## config.mk

```make
export PLATFORM = sky130hd
export DESIGN_NAME = arbiter_requester
export DESIGN_NICKNAME = d
export VERILOG_FILES = /design/src/rtl/arbiter_requester.sv
export SDC_FILE = /design/constraint.sdc
export NUM_CORES = 1
export LEC_CHECK = 0
export CORE_MARGIN = 3
export CORE_UTILIZATION = 30
export CTS_CLUSTER_DIAMETER = 60
export DETAILED_ROUTE_END_ITERATION = 10
export PLACE_DENSITY = 0.52
export SYNTH_ARGS = -nofsm -noshare
export SYNTH_HDL_FRONTEND = slang
export SYNTH_SLANG_ARGS = --single-unit
export TNS_END_PERCENT = 50
```

## constraint.sdc

```tcl
create_clock -name i_clk -period 2.9 [get_ports i_clk]
set_clock_uncertainty 0.2 [all_clocks]
set_input_delay 0.58 -clock i_clk [delete_from_list [all_inputs] [get_ports i_clk]]
set_output_delay 0.58 -clock i_clk [all_outputs]
set_load 0.03 [all_outputs]
```

## src/rtl/arbiter_requester.sv

```systemverilog
// Requester-side front end for a round-robin arbiter: per-client pending counts,
// request vector, grant consumption, issue quota, grant statistics and done flag.

module arbiter_requester_client #(
    parameter int PENDING_WIDTH = 2,
    parameter int QUOTA         = 64,
    parameter int COUNT_WIDTH   = 16
) (
    input  logic                   i_clk,
    input  logic                   i_rst,
    input  logic                   i_push,
    input  logic                   i_grant_hit,
    output logic                   o_request,
    output logic                   o_push_ready,
    output logic                   o_granted,
    output logic                   o_client_done,
    output logic [COUNT_WIDTH-1:0] o_grant_count
);
    localparam logic [PENDING_WIDTH-1:0] PEND_MAX = '1;
    localparam logic [COUNT_WIDTH-1:0]   QUOTA_C  = COUNT_WIDTH'(QUOTA);

    logic [PENDING_WIDTH-1:0] pend;
    logic [COUNT_WIDTH-1:0]   issued;
    logic [COUNT_WIDTH-1:0]   gcnt;
    logic                     push_acc;
    logic                     grant_acc;

    // Request and ready are pure decodes of registered state.
    assign o_request     = (pend != '0);
    assign o_push_ready  = (pend != PEND_MAX) && (issued < QUOTA_C);
    assign push_acc      = i_push && o_push_ready;
    assign grant_acc     = o_request && i_grant_hit;
    assign o_client_done = (issued == QUOTA_C) && (pend == '0);
    assign o_grant_count = gcnt;

    always_ff @(posedge i_clk) begin
        if (i_rst) begin
            pend      <= '0;
            issued    <= '0;
            gcnt      <= '0;
            o_granted <= 1'b0;
        end else begin
            // Push and grant in the same cycle cancel out.
            if (push_acc && !grant_acc)
                pend <= pend + PENDING_WIDTH'(1);
            else if (grant_acc && !push_acc)
                pend <= pend - PENDING_WIDTH'(1);
            if (push_acc && (issued != '1))
                issued <= issued + COUNT_WIDTH'(1);
            if (grant_acc && (gcnt != '1))
                gcnt <= gcnt + COUNT_WIDTH'(1);
            o_granted <= grant_acc;
        end
    end
endmodule

module arbiter_requester #(
    parameter int REQUEST_WIDTH = 8,
    parameter int PENDING_WIDTH = 2,
    parameter int QUOTA         = 64,
    parameter int COUNT_WIDTH   = 16,
    parameter int GRANT_WIDTH   = (REQUEST_WIDTH > 1) ? $clog2(REQUEST_WIDTH) : 1
) (
    input  logic                               i_clk,
    input  logic                               i_rst,
    input  logic [REQUEST_WIDTH-1:0]           i_push,
    output logic [REQUEST_WIDTH-1:0]           o_push_ready,
    output logic [REQUEST_WIDTH-1:0]           o_request,
    input  logic [GRANT_WIDTH-1:0]             i_grant,
    output logic [REQUEST_WIDTH-1:0]           o_granted,
    output logic [REQUEST_WIDTH*COUNT_WIDTH-1:0] o_grant_count,
    output logic [COUNT_WIDTH-1:0]             o_busy_cycles,
    output logic                               o_done
);
    logic [REQUEST_WIDTH-1:0]                  grant_hit;
    logic [REQUEST_WIDTH-1:0]                  client_done;
    logic [REQUEST_WIDTH-1:0][COUNT_WIDTH-1:0] gcnt;

    // Out-of-range grant indices simply match no client.
    for (genvar i = 0; i < REQUEST_WIDTH; i++) begin : g_client
        assign grant_hit[i] = (i_grant == GRANT_WIDTH'(i));
        assign o_grant_count[i*COUNT_WIDTH +: COUNT_WIDTH] = gcnt[i];

        arbiter_requester_client #(
            .PENDING_WIDTH (PENDING_WIDTH),
            .QUOTA         (QUOTA),
            .COUNT_WIDTH   (COUNT_WIDTH)
        ) u_client (
            .i_clk         (i_clk),
            .i_rst         (i_rst),
            .i_push        (i_push[i]),
            .i_grant_hit   (grant_hit[i]),
            .o_request     (o_request[i]),
            .o_push_ready  (o_push_ready[i]),
            .o_granted     (o_granted[i]),
            .o_client_done (client_done[i]),
            .o_grant_count (gcnt[i])
        );
    end

    always_ff @(posedge i_clk) begin
        if (i_rst) begin
            o_busy_cycles <= '0;
            o_done        <= 1'b0;
        end else begin
            if ((o_request != '0) && (o_busy_cycles != '1))
                o_busy_cycles <= o_busy_cycles + COUNT_WIDTH'(1);
            // Sticky until reset: once all quotas drain the run is over.
            if (&client_done)
                o_done <= 1'b1;
        end
    end
endmodule

```

==> flow_metrics.py, run 1 <==
metrics = {
    "run_status": {
        "status": "finished, final reports clean",
    },
    "yosys": {
        "synth_edf_count": 0,
        "yosys.cell_types.count": 65,
        "synth-compound-area-share": 0.0730,
        "yosys.area_share.simple": 0.286,
        "yosys_warnings": 0,
        "synth_top_family_by_area": "simple AND/OR/NAND/NOR gates",
        "syn_area_per_cell_um2": 8.89,
        "synth-adder-area-share": 0.0313,
        "async_flop_share": 0,
        "ys_seq_elements": 297,
        "muxShareOfSynthArea": 0.0130,
        "netlist_instances": 1483,
        "synth_nets": 1529,
        "yosysSeqAreaShare": 0.451,
        "synth_area_mm2": 0.0132,
        "synth_flop_cell": "dfxtp_1",
        "synthXorXnorAreaFrac": 0.0989,
    },
    "worst_setup_path": {
        "arrival_ps": 2000,
        "cp-start-kind": "register",
        "path_class": "register to output pin",
        "critPathCaptureType": "output pin",
        "required_ps": 2120,
        "crit_fanout": 5,
    },
    "clocking": {
        "clk_pin_slew_worst_paths_ps": 60,
        "clkSinkCount": 297,
        "cts.path.max_buffers": 3,
        "hold_buffers": 0,
        "postCtsSetupBuffers": 0,
        "cts_tree": "done",
        "cts-root-buf": "clkbuf_16",
        "insertion_delay_ps": 530,
        "cts_buffers": 36,
        "h-tree-depth": 2,
    },
    "route": {
        "wl_per_cell_um": 14.8,
        "vias_per_cell": 4.76,
        "firstDrtPassIters": 5,
        "ant_nets": 0,
        "drtIter0Drc": 611,
        "drt_wl_total_um": 33800,
        "vias": 10900,
        "route.detailed.drc": 0,
    },
    "sta": {
        "timing.slew.headroom": 0.605,
        "grt_setup_unrepaired": "false",
        "finalSetupTns_ps": 0,
        "fmax_mhz": 359,
        "drv_slew": 0,
        "tightest_slew_ps": 587,
        "fin_crit_sh": 0.959,
        "finalHoldViolCount": 0,
        "fin_crit_ps": 2780,
        "holdWs_ps": 173,
        "setup_viol": 0,
        "setup_slack_ps": 118,
    },
    "floorplan": {
        "ios": 182,
        "rows": 76,
        "core-area_mm2": 0.0433,
        "die_w_um": 216,
        "start_util": 0.305,
        "dieArea_mm2": 0.0465,
        "die_h_um": 216,
    },
    "power": {
        "combinationalPowerShare": 0.086,
        "switching_power_uw": 2390,
        "ir_worst_vdd_mv": 0.314,
        "power_density_mw_per_mm2": 584,
        "sw_frac_of_total": 0.240,
        "pwr-share-seq": 0.431,
        "leakage_uw": 0.00600,
        "pwr-share-clk": 0.483,
        "intPower_uw": 7560,
        "power_uw": 9950,
    },
    "global_route": {
        "antenna_found_initial": 1,
        "grt_pass1_vias": 10400,
        "grt_usage": 0.142,
        "grt_overflow_total": 0,
        "grt_max_degree": 110,
        "grt_first_pass_wirelength_um": 54900,
    },
    "placement": {
        "place.gp.congestion": 0.784,
        "place_inst": 2218,
        "portBuffers": 181,
        "post-dp-hpwl_um": 24000,
        "place_ws_ps": -29.4,
    },
    "job": {
        "maxCapViolCount": 0,
    },
    "finish": {
        "instances_no_fill": 2281,
        "final_cell_mix": "dfxtp_1, nor2_1, clkdlybuf4s50_1, xnor2_1, nor2b_1",
        "syn_to_final_growth_pct": 29.2,
        "nets": 1717,
        "layout_commonest_cell": "dfxtp_1",
        "drive_gt1_frac": 0.0938,
    },
    "min_path": {
        "hold_class": "input port to register",
    },
}
## routing by layer
layer,up-vias,track usage,part of all wire
met5,-,0,0
met2,193,0.221,0.44
met1,5064,0.193,0.49
met4,0,0.0434,0.023
li1,5561,-,-
met3,49,0.0372,0.054
## area by class of cell
| type | instances | area, um^2 |
|---|---|---|
| diodes | 1 | 2.50 |
| multi-input cells | 1051 | 6640 |
| flip-flops and latches | 297 | 5950 |
| clock buffers | 48 | 1040 |
| repair buffers | 240 | 2290 |
| inverters | 45 | 169 |
| fillers | 4353 | 26200 |
| well taps | 585 | 732 |
| clock inverters | 14 | 229 |
## final timing paths
kind                                                 startpoint  slack (ps)                                     to  cells after the start
worst max-delay path               g_client[6].u_client.pend[0]         120                           o_request[6]                      3
worst min-delay path                                      i_rst         170  g_client[2].u_client.o_grant_count[2]                      2
worst max register to register  g_client[4].u_client.issued[12]         410           g_client[4].u_client.pend[1]                      6
worst min register to register  g_client[7].u_client.issued[10]         260        g_client[7].u_client.issued[10]                      1
## cells by family (layout without fill, tap and decap cells)
kind of cell / Yosys count / after routing
AND/OR/NAND/NOR: 708 / 708
flip-flops: 297 / 297
XOR/XNOR: 149 / 149
AO/OA/AOI/OAI: 145 / 145
buffers and inverters: 135 / 347
adder cells (fa/ha/maj): 33 / 33
multiplexers: 16 / 16
other: 0 / 1
## power groups by stage
stage	clock network, uW	logic [uW]	registers, uW
3_5_place_dp	0	879	4370
3_3_place_gp	0	862	4370
6_report	4800	860	4290
5_1_grt	5130	952	4300
4_1_cts	4990	879	4280
2_1_floorplan	0	566	4370
## critical path, stage by stage, from the launching register on
cell and delay [ps]:
dfxtp_1 330, buf_4 160, or2_2 340, clkdlybuf4s50_1 640
## state kept, by name, indices dropped and copies added, names as in the netlist
register                         flops
g_client.u_client.o_granted          8
o_done                               1
o_busy_cycles                       16
g_client.u_client.issued           128
g_client.u_client.pend              16
g_client.u_client.o_grant_count    128
## stage by stage
step	util	instance area (um^2)
final	0.394	17000
after global routing	0.394	17000
after CTS	0.394	17000
after detailed placement	0.364	15800
after global placement	0.364	15800
after floorplan	-	13200
## cell usage after synthesis (4+ instances only)
library cell	count	area, um^2
dfxtp_1	297	5950
nor2_1	215	807
xnor2_1	86	753
nor2b_1	79	494
nand3_1	76	380
xor2_1	63	552
nand2_1	58	218
a21oi_1	55	275
nand4_1	51	319
clkbuf_1	46	173
nor4_1	45	282
nor3_1	44	220
inv_1	43	161
ha_1	33	413
and3_1	31	194
buf_4	24	180
and4_1	23	201
o21ai_0	21	105
or3_1	19	119
a211oi_1	16	120
buf_2	13	65.1
nor4b_1	12	105
or2_2	11	68.8
and2_1	10	62.6
mux2i_1	10	100
o211ai_1	9	67.6
a311oi_1	7	61.3
or4_1	6	45.0
a2111oi_0	5	43.8
a31oi_1	5	31.3
buf_1	5	18.8
mux2_2	5	56.3
nor3b_1	5	37.5
nor4_2	5	62.6
o2bb2ai_1	5	43.8
o41ai_1	4	35.0
## timing repair
item | 4_1_cts | 5_1_grt
gates resized for setup | 12 | 7
setup endpoints to repair | 6 | 5
gates cloned | 0 | 0
endpoints found under the hold margin | 0 | 0
(Power assumes the default switching activity.)
==> run 2: changes to the inputs <==
- PLACE_DENSITY: 0.52 -> 0.53
- SYNTH_HIERARCHICAL: not set -> 1
- clock period: 2.9 -> 2.3 ns (I/O delays scaled with it)
==> run 2 against run 1 <==
Against the previous run: utilization grew 2.3 points; die area rose by 6.3%; power rose by 27%; clock-buffer cell count up 5; worst hold slack got worse by 78 ps; global-route usage is 0.90 points higher; the run now ends with setup timing left; register-to-register slack lost 400 ps; routed wire length is 14% higher; sequential share of layout area is 3.6 points lower; design area increased by 12%.
==> flow_metrics.py, run 2 <==
metrics = {
    "power": {
        "pwr-share-clk": 0.467,
        "ir_worst_vdd_mv": 0.375,
        "power_density_mw_per_mm2": 665,
        "intPower_uw": 9510,
        "switching_power_uw": 3160,
        "sw_frac_of_total": 0.250,
        "leakage_uw": 0.00782,
        "pwr-share-seq": 0.421,
        "combinationalPowerShare": 0.112,
    },
    "sta": {
        "fin_crit_sh": 1.08,
        "timing.slew.headroom": 0.655,
        "finalHoldViolCount": 0,
        "tightest_slew_ps": 514,
        "fmax_mhz": 404,
        "grt_setup_unrepaired": "true",
        "setup_viol": 8,
        "drv_slew": 0,
        "fin_crit_ps": 2480,
        "finalSetupTns_ps": -759,
        "setup_slack_ps": -178,
        "holdWs_ps": 95.5,
    },
    "finish": {
        "drive_gt1_frac": 0.208,
        "stdcell_area_mm2": 0.0191,
        "layout_commonest_cell": "dfxtp_1",
        "n_antenna_cell": 0,
        "post-route-util": 0.416,
        "syn_to_final_growth_pct": 35.7,
        "nets": 1954,
        "final_cell_mix": "dfxtp_1, buf_4, nor2_1, dlygate4sd2_1, a21oi_1",
    },
    "yosys": {
        "yosysMostFrequentCell": "dfxtp_1",
        "async_flop_share": 0,
        "yosysSeqAreaShare": 0.423,
        "yosys.cell_types.count": 57,
        "synth_common_cells": "dfxtp_1, nor2_1, a21oi_1",
        "synth_area_mm2": 0.0140,
        "synth_nets": 1611,
        "syn_area_per_cell_um2": 8.98,
        "synth_flop_cell": "dfxtp_1",
        "yosys_warnings": 6,
        "netlist_instances": 1565,
        "synth_edf_count": 0,
        "synth_top_cells_by_area": "dfxtp_1, nor2b_1, a21oi_1, nor2_1, ha_1",
        "ys_seq_elements": 297,
        "yosysTopAreaCell": "dfxtp_1",
        "synth_top_area_share": 0.423,
    },
    "clocking": {
        "cts.path.max_buffers": 3,
        "hold_buffers": 0,
        "cts-root-buf": "clkbuf_16",
        "clkSinkCount": 297,
        "cts_tree": "done",
        "insertion_delay_ps": 540,
        "cts_buffers": 38,
        "h-tree-depth": 2,
        "clk_pin_slew_worst_paths_ps": 50,
    },
    "worst_setup_path": {
        "crit_path_cell_trace": "nor4_4 > nand3_2 > a211oi_2 > buf_4 > buf_12",
        "cp_top_family": "simple AND/OR/NAND/NOR gates",
        "crit_fanout": 2,
        "critPathCaptureType": "output pin",
        "cp-start-kind": "register",
        "reg2reg_depth": 8,
        "r2r-start": "g_client[6].u_client/issued[7]",
        "startpoint": "g_client[5].u_client/issued[8]",
        "path_class": "register to output pin",
        "required_ps": 1640,
        "crit-reg2reg-capture": "g_client[6].u_client/pend[1]",
        "cp_slowest_cell": "dfxtp_2",
        "r2r_slack_ps": 10,
        "arrival_ps": 1820,
        "critPathBufInv": 2,
        "crit_path_max_incr_delay_ps": 330,
    },
    "min_path": {
        "min_path_cells": 2,
        "hold_path_end": "g_client[1].u_client/issued[7]",
        "hold_class": "input port to register",
        "holdCritStartpoint": "i_rst",
    },
    "route": {
        "wl_met2_um": 18000,
        "top_layer": "met5",
        "dr_wl_met3_um": 1870,
        "route.detailed.drc": 0,
        "vias": 12900,
        "ant_nets": 0,
        "vias_per_cell": 5.10,
        "firstDrtPassIters": 4,
        "drtIter0Drc": 571,
        "drt-met1-wl_um": 17900,
        "wl_per_cell_um": 15.3,
        "drt_wl_total_um": 38700,
    },
    "floorplan": {
        "die_h_um": 222,
        "dieArea_mm2": 0.0495,
        "rows": 78,
        "start_util": 0.307,
        "die_w_um": 222,
        "core-area_mm2": 0.0458,
        "ios": 182,
    },
    "global_route": {
        "antenna_found_initial": 1,
        "grt_pass1_vias": 12200,
        "grt_first_pass_wirelength_um": 63200,
        "grt_max_degree": 45,
        "grt_overflow_total": 0,
        "grt_usage": 0.151,
    },
    "placement": {
        "portBuffers": 181,
        "dpl_cell_area_mm2": 0.0177,
        "post-dp-hpwl_um": 27800,
        "place.gp.congestion": 0.807,
    },
    "run_status": {
        "status": "finished with violations",
        "violations": "setup timing",
    },
    "job": {
        "maxCapViolCount": 0,
    },
}
run 2: cell types whose count changed in the layout (fill, tap and decap cells not counted), moves of 24 or more:
| cell | before | now |
|---|---|---|
| clkdlybuf4s50_1 | 172 | 26 |
| buf_4 | 58 | 178 |
| mux2_2 | 5 | 29 |
| xnor2_1 | 86 | 11 |
| or4_1 | 6 | 47 |
| xor2_1 | 63 | 23 |
| o31ai_1 | 0 | 52 |
| nor2_1 | 215 | 151 |
| dlygate4sd2_1 | 2 | 139 |
| a21oi_1 | 55 | 121 |
| nand3_1 | 76 | 42 |
| o21ai_0 | 21 | 55 |
run 2: repair_timing:
item | CTS | global route
endpoints found under the setup margin | 154 | 22
setup buffers | 10 | 5
pin swaps | 12 | 18
gates resized for setup | 204 | 29
run 2: metal layers:
layer  vias up  global-route usage
met4         2              0.0482
li1       6521                   -
met5         -                   0
met2       216               0.249
met3        61              0.0337
met1      6090               0.196
run 2: logic make-up (layout without fill, tap and decap cells):
logic type,Yosys count,after routing,share of synthesized area
adder cells (fa/ha/maj),33,33,0.0294
AND/OR/NAND/NOR,730,730,0.311
buffers and inverters,94,458,0.0296
multiplexers,38,38,0.0297
AO/OA/AOI/OAI,339,339,0.156
XOR/XNOR,34,34,0.0212
flip-flops,297,297,0.423
run 2: power by group through the flow:
stage          registers (uW)  clock network (uW)  logic, uW
2_1_floorplan            5480                   0        766
5_1_grt                  5360                6320       1560
6_report                 5340                5920       1410
3_3_place_gp             5450                   0       1430
3_5_place_dp             5450                   0       1450
4_1_cts                  5340                6140       1430
run 2: layout make-up:
class	count	area (um^2)
fillers	4539	26700
multi-input cells	1174	7920
flip-flops and latches	297	5960
repair buffers	362	3060
clock buffers	53	1110
well taps	600	751
inverters	35	134
clock inverters	8	123
run 2: per-stage QoR:
| stage | total power (uW) | worst slack, ps | instances |
|---|---|---|---|
| 2_1_floorplan | 6240 | 1.88 | 1565 |
| 3_3_place_gp | 6880 | -456 | 2453 |
| 3_5_place_dp | 6900 | -481 | 2453 |
| 4_1_cts | 12900 | -254 | 2524 |
| 5_1_grt | 13200 | -292 | 2529 |
| 6_report | 12700 | -178 | 2529 |
run 2: worst max path at each step:
stage / endpoint / slack (ps) / depth (start not counted)
2_1_floorplan: o_busy_cycles[3] / 2 / 7
3_3_place_gp: g_client[0].u_client/o_grant_count[14] / -460 / 9
3_5_place_dp: g_client[0].u_client/o_grant_count[7] / -480 / 7
4_1_cts: o_push_ready[2] / -250 / 5
5_1_grt: o_push_ready[2] / -290 / 5
6_report: o_push_ready[5] / -180 / 5
==> run 3: changes to the inputs <==
- CORE_MARGIN: 3 -> not set
==> run 3 against run 2 <==
Against the previous run: the flow still finishes with violations (setup timing); clock power fell by 1%; non-clock buffer count fell by 4; sequential power hardly changed; global-route usage rose by 0.50 points; flip-flop and latch count unchanged; via count decreased by 0.26%; power is 0.20% lower.
==> flow_metrics.py, run 3 (synthesis gave the netlist of run 2 again) <==
metrics = {
    "run_status": {
        "status": "finished with violations",
        "violations": "setup timing",
    },
    "global_route": {
        "grt_max_degree": 49,
        "grt_usage": 0.156,
        "grt_overflow_total": 0,
        "grt_first_pass_wirelength_um": 61700,
        "grt_pass1_vias": 12200,
        "antenna_found_initial": 0,
    },
    "worst_setup_path": {
        "crit-reg2reg-capture": "g_client[6].u_client/pend[1]",
        "reg2reg_depth": 7,
        "required_ps": 1640,
        "cp_top_family": "simple AND/OR/NAND/NOR gates",
        "r2r_slack_ps": 80,
        "path_class": "register to output pin",
        "cp_slowest_cell": "dfxtp_2",
        "critPathCaptureType": "output pin",
        "crit_path_cell_trace": "nor4_4 > nand3_2 > a211oi_2 > buf_4 > buf_12",
        "critPathBufInv": 2,
        "crit_path_max_incr_delay_ps": 330,
        "r2r-start": "g_client[6].u_client/issued[7]",
        "crit_fanout": 2,
        "arrival_ps": 1770,
        "cp-start-kind": "register",
    },
    "sta": {
        "fmax_mhz": 412,
        "setup_slack_ps": -128,
        "timing.slew.headroom": 0.576,
        "fin_crit_ps": 2430,
        "holdWs_ps": 81.7,
        "tightest_slew_ps": 631,
        "fin_crit_sh": 1.06,
        "grt_setup_unrepaired": "true",
        "setup_viol": 7,
        "drv_slew": 0,
        "finalSetupTns_ps": -439,
        "finalHoldViolCount": 0,
    },
    "min_path": {
        "min_path_cells": 2,
        "hold_path_end": "g_client[1].u_client/issued[11]",
        "holdCritStartpoint": "i_rst",
        "hold_class": "input port to register",
    },
    "placement": {
        "dpl_cell_area_mm2": 0.0176,
        "portBuffers": 181,
        "post-dp-hpwl_um": 26900,
        "place.gp.congestion": 0.804,
    },
    "route": {
        "firstDrtPassIters": 5,
        "drt-met1-wl_um": 17400,
        "route.detailed.drc": 0,
        "vias": 12900,
        "vias_per_cell": 5.07,
        "wl_per_cell_um": 14.8,
        "drtIter0Drc": 616,
        "top_layer": "met4",
        "ant_nets": 0,
        "dr_wl_met3_um": 2010,
        "wl_met2_um": 17300,
        "drt_wl_total_um": 37600,
    },
    "floorplan": {
        "rows": 78,
        "dieArea_mm2": 0.0477,
        "ios": 182,
        "die_h_um": 218,
        "start_util": 0.307,
        "core-area_mm2": 0.0458,
        "die_w_um": 218,
    },
    "clocking": {
        "cts.path.max_buffers": 3,
        "cts_buffers": 39,
        "h-tree-depth": 2,
        "insertion_delay_ps": 540,
        "cts-root-buf": "clkbuf_16",
        "hold_buffers": 0,
        "cts_tree": "done",
        "clk_pin_slew_worst_paths_ps": 50,
        "clkSinkCount": 297,
    },
    "finish": {
        "post-route-util": 0.417,
        "syn_to_final_growth_pct": 35.8,
        "stdcell_area_mm2": 0.0191,
        "drive_gt1_frac": 0.211,
        "layout_commonest_cell": "dfxtp_1",
        "final_cell_mix": "dfxtp_1, buf_4, nor2_1, dlygate4sd2_1, a21oi_1",
        "nets": 1951,
        "fillerInstances": 4557,
    },
    "power": {
        "ir_worst_vdd_mv": 0.354,
        "power_density_mw_per_mm2": 663,
        "leakage_uw": 0.00785,
    },
    "job": {
        "maxCapViolCount": 0,
    },
}
## run 3: worst max-delay path by stage
| stage | to | startpoint | cells past startpoint | slack, ps |
|---|---|---|---|---|
| final | o_push_ready[5] | g_client[5].u_client/issued[15] | 5 | -130 |
| after global routing | o_push_ready[5] | g_client[5].u_client/issued[15] | 5 | -210 |
| after CTS | o_push_ready[5] | g_client[5].u_client/issued[8] | 5 | -230 |
| after detailed placement | g_client[2].u_client/o_grant_count[4] | i_grant[1] | 8 | -460 |
| after global placement | g_client[2].u_client/o_grant_count[4] | i_grant[1] | 8 | -430 |
| after floorplan | o_busy_cycles[3] | g_client[1].u_client/pend[1] | 7 | 2 |
## run 3: per-layer routing
metal / up-vias / GRT usage
met2: 195 / 0.249
met1: 6075 / 0.204
met4: 0 / 0.0552
li1: 6526 / -
met5: - / 0
met3: 60 / 0.0354
## run 3: cell type report
| type | count | area, um^2 | area share |
|---|---|---|---|
| Clock buffer | 63 | 1170 | 0.0612 |
| Inverter | 35 | 131 | 0.00688 |
| Timing Repair Buffer | 358 | 3030 | 0.159 |
| Clock inverter | 7 | 72.6 | 0.00380 |
| Tap cell | 600 | 751 | 0.0393 |
| Multi-Input combinational cell | 1174 | 7950 | 0.417 |
| Sequential cell | 297 | 5980 | 0.313 |
| Antenna cell | 2 | 5.00 | 0.000262 |
## run 3: where the power goes
part           leakage [uW]  switching (uW)  total (uW)  internal (uW)
clock              0.000598            2270        5860           3580
combinational       0.00484             843        1430            591
sequential          0.00241            88.6        5360           5270
## run 3: timing repair
item	in CTS	in global routing
buffers inserted	15	10
gates resized for setup	190	61
gates cloned	0	1
endpoints found under the setup margin	151	34
pin swaps	19	34
## run 3: metrics by stage
step	cells	setup WS [ps]	power, uW
6_report	2536	-128	12600
5_1_grt	2534	-211	13200
4_1_cts	2528	-233	12800
3_5_place_dp	2443	-459	6880
3_3_place_gp	2443	-434	6850
2_1_floorplan	1565	1.88	6240
## run 3: worst register-to-register path: stages (launching register included)
cell       delay, ps
dfxtp_2          330
nor4_4           290
buf_4            150
nand3_2          100
a2111oi_4        290
ha_1             290
or3_1            370
a21oi_2          140
==> patch 1, RTL diff (config.mk and constraints of run 1) <==
`COUNT_WIDTH` is set to 16 in 2 places; all go to 14.
--- a/src/rtl/arbiter_requester.sv
+++ b/src/rtl/arbiter_requester.sv
@@ -4,7 +4,7 @@
 module arbiter_requester_client #(
     parameter int PENDING_WIDTH = 2,
     parameter int QUOTA         = 64,
-    parameter int COUNT_WIDTH   = 16
+    parameter int COUNT_WIDTH   = 14
 ) (
     input  logic                   i_clk,
     input  logic                   i_rst,
@@ -58,7 +58,7 @@
     parameter int REQUEST_WIDTH = 8,
     parameter int PENDING_WIDTH = 2,
     parameter int QUOTA         = 64,
-    parameter int COUNT_WIDTH   = 16,
+    parameter int COUNT_WIDTH   = 14,
     parameter int GRANT_WIDTH   = (REQUEST_WIDTH > 1) ? $clog2(REQUEST_WIDTH) : 1
 ) (
     input  logic                               i_clk,
Interface: changed (resized o_busy_cycles and o_grant_count); port bits go from 182 to 164. The function was not compared with the original's and may differ.
==> patch 1 against run 1 <==
  * Wire length decreased by 17%
  * Synthesized cell count decreased by 12%
  * Sequential power decreased by 11%
  * Final area decreased by 12%
  * Area after synthesis decreased by 13%
  * Sequential cell count decreased by 34
  * Total power decreased by 9.9%
  * Sequential share of layout area about the same
  * Register-to-register slack improved by 0.15 ns
  * First-iteration DRC count decreased by 53%
  * Die area decreased by 12%
  * Setup slack improved by 0.022 ns
  * Highest routed layer unchanged
==> patch 1: results <==
[status]
status = complete, no violations

[synth]
syn_inst = 1305
netlist_top_cells_count = 263 x dfxtp_1, 192 x nor2_1, 81 x xor2_1
synthesis.nets = 1351
synthTopCellsByArea = dfxtp_1 46%, nor2_1 6.3%, xor2_1 6.2%
yosysUniqueCellTypes = 47

[placed_design]
numPortBuffers = 163
place_inst = 1969
gp_congestion = 0.7854
dp_slack_ns = -0.2129
dp_hpwl_um = 19770

[global_routing]
track_usage_pct = 13.51
grt_pass1_vias = 9122
grt_max_degree = 127
grt_pass1_wl_um = 46370

[min_path]
hold_end = g_client[0].u_client.o_grant_count[9]

[route]
wl_per_cell_um = 13.78
totalWireLength_um = 28000
drt-pass1-iter-count = 4
drt_iter0_markers = 288
via_count = 9422

[critical_path]
timing.rr.end = g_client[3].u_client.o_grant_count[7]
cp_max_fo = 4
r2r-start = g_client[3].u_client.o_grant_count[0]
cp_data_arrival_time_ns = 1.98
r2r_slack_ns = 0.56

[pwr]
p_leak_nw = 5.383
vdd_drop_max_uv = 360.3

[clock_tree]
insertion_delay_ns = 0.51

[timing]
slew_headroom_pct = 43.47
whs_ns = 0.2594

[layout]
nets = 1540
-- patch 1: cell count changes in the layout (fill, tap and decap cells not counted), sizes merged, moves of 9 or more --
cell,run 1,this run
nand2,59,70
a21oi,55,46
clkdlybuf4s50,172,154
a2111oi,9,0
a211oi,17,2
nor2,215,192
xor2,63,81
nand3,76,47
xnor2,86,72
nand4,51,63
o21ai,22,34
nor2b,79,56
dfxtp,297,263
-- patch 1: how the worst max path moves through the flow --
stage	startpoint	endpoint	cells after the start
floorplan	i_grant[2]	g_client[1].u_client.pend[1]	7
global placement	i_grant[1]	g_client[1].u_client.pend[1]	7
detailed placement	i_grant[1]	g_client[1].u_client.pend[1]	7
CTS	g_client[4].u_client.pend[1]	o_request[4]	4
global route	g_client[4].u_client.pend[1]	o_request[4]	4
finish	g_client[4].u_client.pend[1]	o_request[4]	4
-- patch 1: what timing repair did --
| item | CTS | global route |
|---|---|---|
| endpoints found under the hold margin | 0 | 0 |
| gates resized for setup | 10 | 1 |
| gates cloned | 0 | 0 |
| setup endpoints to repair | 8 | 1 |
-- patch 1: routing by layer --
metal / wire, um / part of all wire, % / vias up / track usage, %
met5: 0 / 0 / - / 0
met4: 710 / 2.5 / 0 / 4.012
met3: 1286 / 4.6 / 54 / 2.802
met2: 12940 / 46 / 151 / 22.40
met1: 13060 / 47 / 4326 / 17.80
li1: - / - / 4891 / -
-- patch 1: area by class of cell --
type,instances,area [um2]
diodes,1,2.502
clock buffers,49,1031
clock inverters,13,151.4
fillers,3801,22680
inverters,50,187.7
multi-input cells,926,5729
flip-flops and latches,263,5265
well taps,511,639.4
repair buffers,219,2071
-- patch 1: where the power goes --
group          internal, W  switching, W  total [W]
registers          0.00370      0.000120    0.00383
logic             0.000329      0.000479   0.000808
clock network      0.00275       0.00159    0.00433
-- patch 1: worst reg2reg max path: stages (launching register included) --
cell,delay [ns]
dfxtp_1,0.42
ha_1,0.28
nand4_1,0.17
or4_1,0.71
nand3b_1,0.19
xor2_1,0.18
nor2_1,0.05
-- patch 1: kinds of logic after synthesis --
logic type,count (synthesis),synth area share (%)
xor+xnor,153,11.65
buf+inv,116,4.611
mux,3,0.2610
compound gates,103,4.969
simple gates,634,29.16
fa+ha+maj,33,3.589
flops,263,45.76
-- patch 1: per-stage QoR --
step / setup TNS [ns] / instance area [um2]
after floorplan: 0 / 11510
after global placement: -2.963 / 13880
after detailed placement: -3.975 / 13880
after CTS: 0 / 15070
after global routing: 0 / 15080
final: 0 / 15080
==> patch 2, RTL diff (config.mk and constraints of run 1) <==
Without the edit above. Make the reset (`i_rst`) asynchronous in 2 clocked blocks.
--- a/src/rtl/arbiter_requester.sv
+++ b/src/rtl/arbiter_requester.sv
@@ -33,7 +33,7 @@
     assign o_client_done = (issued == QUOTA_C) && (pend == '0);
     assign o_grant_count = gcnt;
 
-    always_ff @(posedge i_clk) begin
+    always_ff @(posedge i_clk or posedge i_rst) begin
         if (i_rst) begin
             pend      <= '0;
             issued    <= '0;
@@ -98,7 +98,7 @@
         );
     end
 
-    always_ff @(posedge i_clk) begin
+    always_ff @(posedge i_clk or posedge i_rst) begin
         if (i_rst) begin
             o_busy_cycles <= '0;
             o_done        <= 1'b0;
Check against the original RTL: differs if i_rst is asserted again (counterexample within 4 cycles, from zero or initial values and one cycle with i_rst high); with i_rst held inactive, the same outputs for 4 cycles.
==> patch 2 against run 1 <==
  * Area after synthesis up 0.15%
  * Wire length decreased by 15%
  * Global-route usage is 1.6 points lower
  * Final area shrank 0.86%
  * Sequential cell count stayed put
  * Synthesized cell count shrank 22%
  * Setup slack lost 0.0084 ns
Power is not compared: it rests on default switching activity, and its combinational part moved more than twofold at a synthesized area within 25%.
==> patch 2: results <==
[route]
drt-pass1-iter-count = 4
dr_wl_met3_um = 1387
via_count = 8608
wl_met2_um = 13180
totalWireLength_um = 28700
drt_iter0_markers = 435
wl_met1_um = 13430
vias_per_cell = 4.502

[global_routing]
antenna_found_initial = 0
grt_pass1_wl_um = 48020
grt_pass1_vias = 8776
use_met2_pct = 19.66

[synth]
synth_adder_area_share_pct = 3.126
syn_avg_cell_area_um2 = 11.49
synthMuxAreaShare_pct = 0.9188
synthTopCellsByArea = dfrtp_1 56%, xnor2_1 9.2%, nand4_1 3.6%
synth_xor_area_share_pct = 12.47
synthesis.nets = 1196
synth_compound_area_share_pct = 4.727

[critical_path]
r2r-start = g_client[1].u_client.o_grant_count[1]
cp-startpoint = g_client[5].u_client.pend[0]
rr_worst_depth = 7
r2r_slack_ns = 0.37
setup.worst_path.end = o_request[5]
timing.rr.end = g_client[1].u_client.o_grant_count[5]

[min_path]
min_from = g_client[1].u_client.issued[12]
hold_end = g_client[1].u_client.issued[12]
whs_path_depth = 0

[status]
status = complete, no violations

[layout]
drive_gt1_share_pct = 12.36
fillers = 4160
nets = 1345
insertedDiodeCount = 0

[placed_design]
gp_congestion = 0.7560
dp_hpwl_um = 20650
place_area_mm2 = 0.01563

[timing]
max_slew.worst_pin.slew_ns = 0.7034
-- patch 2: cell count changes in the layout (fill, tap and decap cells not counted), sizes merged, moves of 48 or more --
cell	delta
dfxtp	-297
nor2	-166
nor2b	-79
a21oi	-48
dfrtp	+297
xnor2	+52
-- patch 2: what timing repair did --
| action | CTS | global route |
|---|---|---|
| setup buffers | 1 | 2 |
| pin swaps | 3 | 1 |
| setup endpoints to repair | 8 | 7 |
| gates resized for setup | 16 | 6 |
-- patch 2: final cells by class --
class | count | area share [%]
multi-input cells | 695 | 30.26
inverters | 43 | 0.9776
well taps | 585 | 4.332
clock buffers | 55 | 6.680
clock inverters | 13 | 0.4962
repair buffers | 224 | 13.26
flip-flops and latches | 297 | 44.00
-- patch 2: worst register-to-register path, stage by stage (launching register included) --
cell and delay, ns:
dfrtp_1 0.46, ha_1 0.21, inv_1 0.04, or3_1 0.45, o21ai_1 0.60, buf_4 0.25
nor2_1 0.06, xor2_1 0.13
